**src/rtl/datagen_run_ctrl.sv**
```systemverilog
// rtl/datagen_run_ctrl.sv - run sequencer for the test data generator chain
// Sequences chain reset, settle, triggered run and stream-buffer drain; reports status and counts.
module datagen_run_ctrl #(
  parameter int RST_CYCLES    = 16,
  parameter int SETTLE_CYCLES = 64,
  parameter int DRAIN_QUIET   = 32,
  parameter int DRAIN_TIMEOUT = 4096,
  parameter int CNT_W         = 16
) (
  input  logic             clk,
  input  logic             reset,
  input  logic             start,
  input  logic             abort,
  input  logic [CNT_W-1:0] runLengthCfg,
  input  logic [1:0]       dataRateCfg,
  input  logic [7:0]       trigIntervalCfg,
  input  logic             L1A,
  input  logic             streamBufAlmostFull,
  input  logic             noError,
  output logic             genReset_n,
  output logic             disTrig,
  output logic [1:0]       dataRate,
  output logic [7:0]       trigInterval,
  output logic             busy,
  output logic             done,
  output logic             timedOut,
  output logic             aborted,
  output logic [CNT_W-1:0] l1aCount,
  output logic [CNT_W-1:0] errCount,
  output logic [2:0]       state
);

  localparam logic [2:0] S_IDLE   = 3'd0;
  localparam logic [2:0] S_RESET  = 3'd1;
  localparam logic [2:0] S_SETTLE = 3'd2;
  localparam logic [2:0] S_RUN    = 3'd3;
  localparam logic [2:0] S_DRAIN  = 3'd4;
  localparam logic [2:0] S_DONE   = 3'd5;

  // One phase counter serves RESET, SETTLE and DRAIN; size it for the longest.
  localparam int MAX_A = (RST_CYCLES > SETTLE_CYCLES) ? RST_CYCLES : SETTLE_CYCLES;
  localparam int MAX_B = (MAX_A > DRAIN_TIMEOUT) ? MAX_A : DRAIN_TIMEOUT;
  localparam int PH_W  = $clog2(MAX_B + 1);
  localparam int Q_W   = $clog2(DRAIN_QUIET + 1);

  logic [2:0]       state_q, state_d;
  logic [PH_W-1:0]  phase_q, phase_d;
  logic [Q_W-1:0]   quiet_q, quiet_d;
  logic [CNT_W-1:0] l1a_q, l1a_d;
  logic [CNT_W-1:0] err_q, err_d;
  logic [CNT_W-1:0] run_len_q, run_len_d;
  logic [1:0]       rate_q, rate_d;
  logic [7:0]       intv_q, intv_d;
  logic             gen_reset_n_q, gen_reset_n_d;
  logic             dis_trig_q, dis_trig_d;
  logic             busy_q, busy_d;
  logic             done_q, done_d;
  logic             timed_out_q, timed_out_d;
  logic             aborted_q, aborted_d;

  logic [CNT_W-1:0] l1a_inc;
  logic [CNT_W-1:0] err_inc;
  logic             active;

  always_comb begin
    l1a_inc = (l1a_q == '1) ? l1a_q : l1a_q + 1'b1;
    err_inc = (err_q == '1) ? err_q : err_q + 1'b1;
    active  = (state_q == S_RUN) || (state_q == S_DRAIN);

    state_d     = state_q;
    phase_d     = phase_q + 1'b1;
    quiet_d     = '0;
    l1a_d       = l1a_q;
    err_d       = err_q;
    run_len_d   = run_len_q;
    rate_d      = rate_q;
    intv_d      = intv_q;
    timed_out_d = timed_out_q;
    aborted_d   = aborted_q;

    if (active && L1A) l1a_d = l1a_inc;
    if (active && !noError) err_d = err_inc;

    case (state_q)
      S_IDLE, S_DONE: begin
        phase_d = '0;
        if (start && !abort) begin
          state_d     = S_RESET;
          run_len_d   = runLengthCfg;
          rate_d      = dataRateCfg;
          intv_d      = trigIntervalCfg;
          l1a_d       = '0;
          err_d       = '0;
          timed_out_d = 1'b0;
          aborted_d   = 1'b0;
        end
      end
      S_RESET: begin
        if (abort) begin
          state_d   = S_DRAIN;
          aborted_d = 1'b1;
          phase_d   = '0;
        end else if (phase_q == PH_W'(RST_CYCLES - 1)) begin
          state_d = S_SETTLE;
          phase_d = '0;
        end
      end
      S_SETTLE: begin
        if (abort) begin
          state_d   = S_DRAIN;
          aborted_d = 1'b1;
          phase_d   = '0;
        end else if (phase_q == PH_W'(SETTLE_CYCLES - 1)) begin
          state_d = S_RUN;
          phase_d = '0;
        end
      end
      S_RUN: begin
        phase_d = '0;
        if (abort) begin
          state_d   = S_DRAIN;
          aborted_d = 1'b1;
        end else if ((run_len_q != '0) && L1A && (l1a_inc == run_len_q)) begin
          state_d = S_DRAIN;
        end
      end
      S_DRAIN: begin
        quiet_d = streamBufAlmostFull ? '0 : quiet_q + 1'b1;
        // Quiet exit is checked first so it wins over a coincident timeout.
        if (!streamBufAlmostFull && (quiet_q == Q_W'(DRAIN_QUIET - 1))) begin
          state_d = S_DONE;
          phase_d = '0;
        end else if (phase_q == PH_W'(DRAIN_TIMEOUT - 1)) begin
          state_d     = S_DONE;
          timed_out_d = 1'b1;
          phase_d     = '0;
        end
      end
      default: begin
        state_d = S_IDLE;
        phase_d = '0;
      end
    endcase

    gen_reset_n_d = (state_d == S_SETTLE) || (state_d == S_RUN) ||
                    (state_d == S_DRAIN)  || (state_d == S_DONE);
    dis_trig_d    = (state_d != S_RUN);
    busy_d        = (state_d == S_RESET) || (state_d == S_SETTLE) ||
                    (state_d == S_RUN)   || (state_d == S_DRAIN);
    done_d        = (state_d == S_DONE);
  end

  always_ff @(posedge clk or negedge reset) begin
    if (!reset) begin
      state_q       <= S_IDLE;
      phase_q       <= '0;
      quiet_q       <= '0;
      l1a_q         <= '0;
      err_q         <= '0;
      run_len_q     <= '0;
      rate_q        <= '0;
      intv_q        <= '0;
      gen_reset_n_q <= 1'b0;
      dis_trig_q    <= 1'b1;
      busy_q        <= 1'b0;
      done_q        <= 1'b0;
      timed_out_q   <= 1'b0;
      aborted_q     <= 1'b0;
    end else begin
      state_q       <= state_d;
      phase_q       <= phase_d;
      quiet_q       <= quiet_d;
      l1a_q         <= l1a_d;
      err_q         <= err_d;
      run_len_q     <= run_len_d;
      rate_q        <= rate_d;
      intv_q        <= intv_d;
      gen_reset_n_q <= gen_reset_n_d;
      dis_trig_q    <= dis_trig_d;
      busy_q        <= busy_d;
      done_q        <= done_d;
      timed_out_q   <= timed_out_d;
      aborted_q     <= aborted_d;
    end
  end

  assign genReset_n   = gen_reset_n_q;
  assign disTrig      = dis_trig_q;
  assign dataRate     = rate_q;
  assign trigInterval = intv_q;
  assign busy         = busy_q;
  assign done         = done_q;
  assign timedOut     = timed_out_q;
  assign aborted      = aborted_q;
  assign l1aCount     = l1a_q;
  assign errCount     = err_q;
  assign state        = state_q;

endmodule

```
**config.mk**
```make
export PLATFORM = sky130hd
export DESIGN_NAME = datagen_run_ctrl
export DESIGN_NICKNAME = d
export VERILOG_FILES = /design/src/rtl/datagen_run_ctrl.sv
export SDC_FILE = /design/constraint.sdc
export NUM_CORES = 1
export LEC_CHECK = 0
export ABC_AREA = 0
export CAP_MARGIN = 25
export CORE_MARGIN = 2
export CORE_UTILIZATION = 38
export CTS_CLUSTER_DIAMETER = 120
export DETAILED_ROUTE_END_ITERATION = 10
export PLACE_DENSITY = 0.65
export SYNTH_ARGS = -nofsm -noshare
export SYNTH_HDL_FRONTEND = slang
export SYNTH_SLANG_ARGS = --single-unit
```
**constraint.sdc**
```tcl
create_clock -name clk -period 4 [get_ports clk]
set_clock_uncertainty 0.1 [all_clocks]
set_input_delay 0.6 -clock clk [delete_from_list [all_inputs] [get_ports clk]]
set_output_delay 0.6 -clock clk [all_outputs]
set_load 0.1 [all_outputs]
```
==> summary.txt <==
Max VDD drop - 0.418 mV
Crit path capture - disTrig$_DFF_PN1_
Post-DR vias/cell - 5.43
Status - complete, no violations
Std-Cell Core Area - 12000 um^2
Static Leak - 0.00240 uW
Clock sink count - 86
Vias in the first global route - 3706
Antenna violations before repair - 0
N_diodes - 0
Flop2flop setup slack - 660 ps
Syn Area/Cell - 9.91 um^2
Worst slew margin relative to its limit - 32.4%
Met2 GRT Util - 29.0%
Final Hold Viols - 0
Clock root cell - clkbuf_16
Die Span Y - 115 um
Worst Tran Pin Value - 1010 ps
Met1 usage - 23.7%
Clock period minus worst slack - 3340 ps
First-pass GRT wire length - 18600 um
Synth Area in XOR/XNOR - 9.78%
Routability cong. - 0.877
Setup CP Type - register to register
Met3 usage in global routing - 4.08%
Post-layout nets - 582
Crit path DAT - 3530 ps
Synth top area share - 45.7%
R2R cell count - 9
Largest family of logic cells by synthesized area - simple AND/OR/NAND/NOR gates
RSZ-0062 raised after global routing - no
Aggregate global-route resource usage - 18.0%
Critical Path Max Stage Delay - 560 ps
Pin count of the biggest net entering global routing - 60
Synth top area cells - dfrtp_1 46%, mux2_2 6.5%, xor2_1 5.5%
Most common cell in the netlist - dfrtp_1
Synth-to-Final Area Change - 26.3%
Core Util, Final - 49.2%
Horiz. Die Dim - 115 um
Fillers - 1092
EDFF count, synth - 0
Full die area - 13200 um^2
Post_cts resized - 0
Max_cap viols - 0
Post-synth top cells - 85 x dfrtp_1, 61 x nor2_1, 32 x nand2_1, 29 x xor2_1, 27 x mux2_2
Syn nets - 507
Wirelength per Cell - 16.2 um
Hold-fix buffer count after cts - 0
DRT antenna net count - 0
CTS Buf Count - 9
Crit-path slowest cell - or4_1
RR Endpoint - disTrig$_DFF_PN1_
Startpoint Class - register
Post-Synth Simple-Gate Area - 23.5%
Global routing's busiest layer - met2
Global route total overflow - 0
Initial Util - 38.9%
Fmax - 300 MHz
Dominant synthesized flop cell - dfrtp_1
Synthesized area - 4660 um^2
DP Wirelength - 8120 um
Pre-antenna DRT Iters - 4
CP cell instances - ha_1, nand4_2, o311ai_0, o311ai_1, a311o_1, or4_1, nor4_2, or4_1, o21a_1
Final Max Tran Viols - 0
Seq/Total Area, Yosys - 46.3%
Leading area contributor after synthesis - dfrtp_1
Post-route DRC - 0
Yosys warning count - 0
Period utilization - 83.4%
FP Rows - 40
Crit path launch - l1aCount[0]$_DFF_PN0_
I/O pin cnt - 84
Post-route setup TNS - 0 ps
Worst-path clk slew - 70 ps
Slack of the critical path - 664 ps
Cell Pwr Density - 658 nW/um^2
Max Buffers Root-to-Sink - 2
Routed WL - 11300 um
Synth Area in Compound Gates - 9.30%
Synthesized instance count - 470
First DRT Iteration DRCs - 210
CP Max Fanout - 8
Setup Viol. Count Final - 0
Register bit total from synthesis - 86
Seq. cell area - 2150 um^2
Routed via count - 3785
Critical Path RT - 4190 ps
Pre-CTS setup slack - 717 ps
Port-buffer cells - 83
Area of the multi-input gates - 2380 um^2
Layout cell share with drive strength beyond 1 - 11.6%
Yosys cell types - 65
Fraction of registers with async set/reset - 100%
Setup repair bufs after CTS - 0
H-tree depth - 3
Mux contribution to synthesized area - 7.18%
RR Startpoint - l1aCount[0]$_DFF_PN0_
CTS tree - built
Post-synthesis adder-cell area fraction - 1.07%
Hold WC Path Type - primary input to async pin
CP endpoint kind - register
Worst-Skew Late Latency - 340 ps
Most frequent cell on the critical path - or4_1
==> routing by layer <==
metal,routed length [um],up-vias
li1,-,1827
met1,4910,1847
met2,5540,94
met3,609,17
met4,218,0
met5,0,-
==> critical path, delay by kind of cell, from the launching register on <==
kind	cells	cell delay, ps
AO/OA/AOI/OAI	4	1090
adder cells (fa/ha/maj)	1	360
flip-flops	1	490
AND/OR/NAND/NOR	4	1250
==> worst min path at each step <==
stage | start | endpoint | slack (ps) | depth (start not counted)
after CTS | reset | l1aCount[11]$_DFF_PN0_ | 260 | 1
after floorplan | reset | aborted$_DFFE_PN0P_ | 200 | 0
after global placement | phase_q[0]$_DFF_PN0_ | phase_q[0]$_DFF_PN0_ | 340 | 1
after global routing | reset | l1aCount[8]$_DFF_PN0_ | 300 | 1
final | reset | l1aCount[8]$_DFF_PN0_ | 220 | 1
after detailed placement | phase_q[0]$_DFF_PN0_ | phase_q[0]$_DFF_PN0_ | 350 | 1
==> logic make-up after synthesis <==
kind of cell | Yosys count
xor+xnor | 52
compound gates | 63
simple gates | 203
buf+inv | 32
flops | 86
fa+ha+maj | 4
mux | 30
==> final cells by class <==
class	instances	area share (%)
multi-input combinational	352	40.4
tap	147	3.13
inverter	10	0.638
timing repair buffer	86	14.7
sequential	86	36.6
clock inverter	7	0.702
clock buffer	9	3.83
==> power by group <==
group	switching, uW	internal (uW)	total, uW	leakage, uW
Clock	343	416	759	0.000135
Combinational	1220	574	1790	0.00113
Sequential	245	1070	1320	0.00113
Total	1810	2070	3870	0.00240
==> per-stage QoR <==
step | power, uW | instances | cell area (um^2) | hold slack, ps
final | 3870 | 697 | 5880 | 220
after global routing | 4060 | 697 | 5880 | 295
after CTS | 3900 | 697 | 5880 | 257
after detailed placement | 3120 | 681 | 5610 | 346
after global placement | 3100 | 681 | 5610 | 337
after floorplan | 2650 | 470 | 4660 | 204
==> registers in the layout, summed over array words and instances (netlist names), 2 cells and up <==
signal,flops
dataRate,2
errCount,16
l1aCount,16
phase_q,13
quiet_q,6
run_len_q,16
state,3
trigInterval,8
==> layout by cell type, fill, tap and decap left out, types with 3 or more instances in the layout <==
cell type        count
dfrtp_1             85
clkdlybuf4s50_1     82
nor2_1              61
nand2_1             32
xor2_1              29
mux2_2              27
xnor2_1             23
nand3_1             19
a21oi_1             14
nand4_1             13
and3_1              11
o21ai_0             11
nor3_1              10
inv_1               10
or3_1                9
clkbuf_16            9
a31oi_1              7
nor4_1               6
nand2b_1             6
a211oi_1             5
clkinv_2             5
nor2b_1              4
or4_1                4
nor3b_1              4
ha_1                 4
nand4_2              3
and4_1               3
mux2i_1              3
buf_4                3
(Power assumes the default switching activity.)
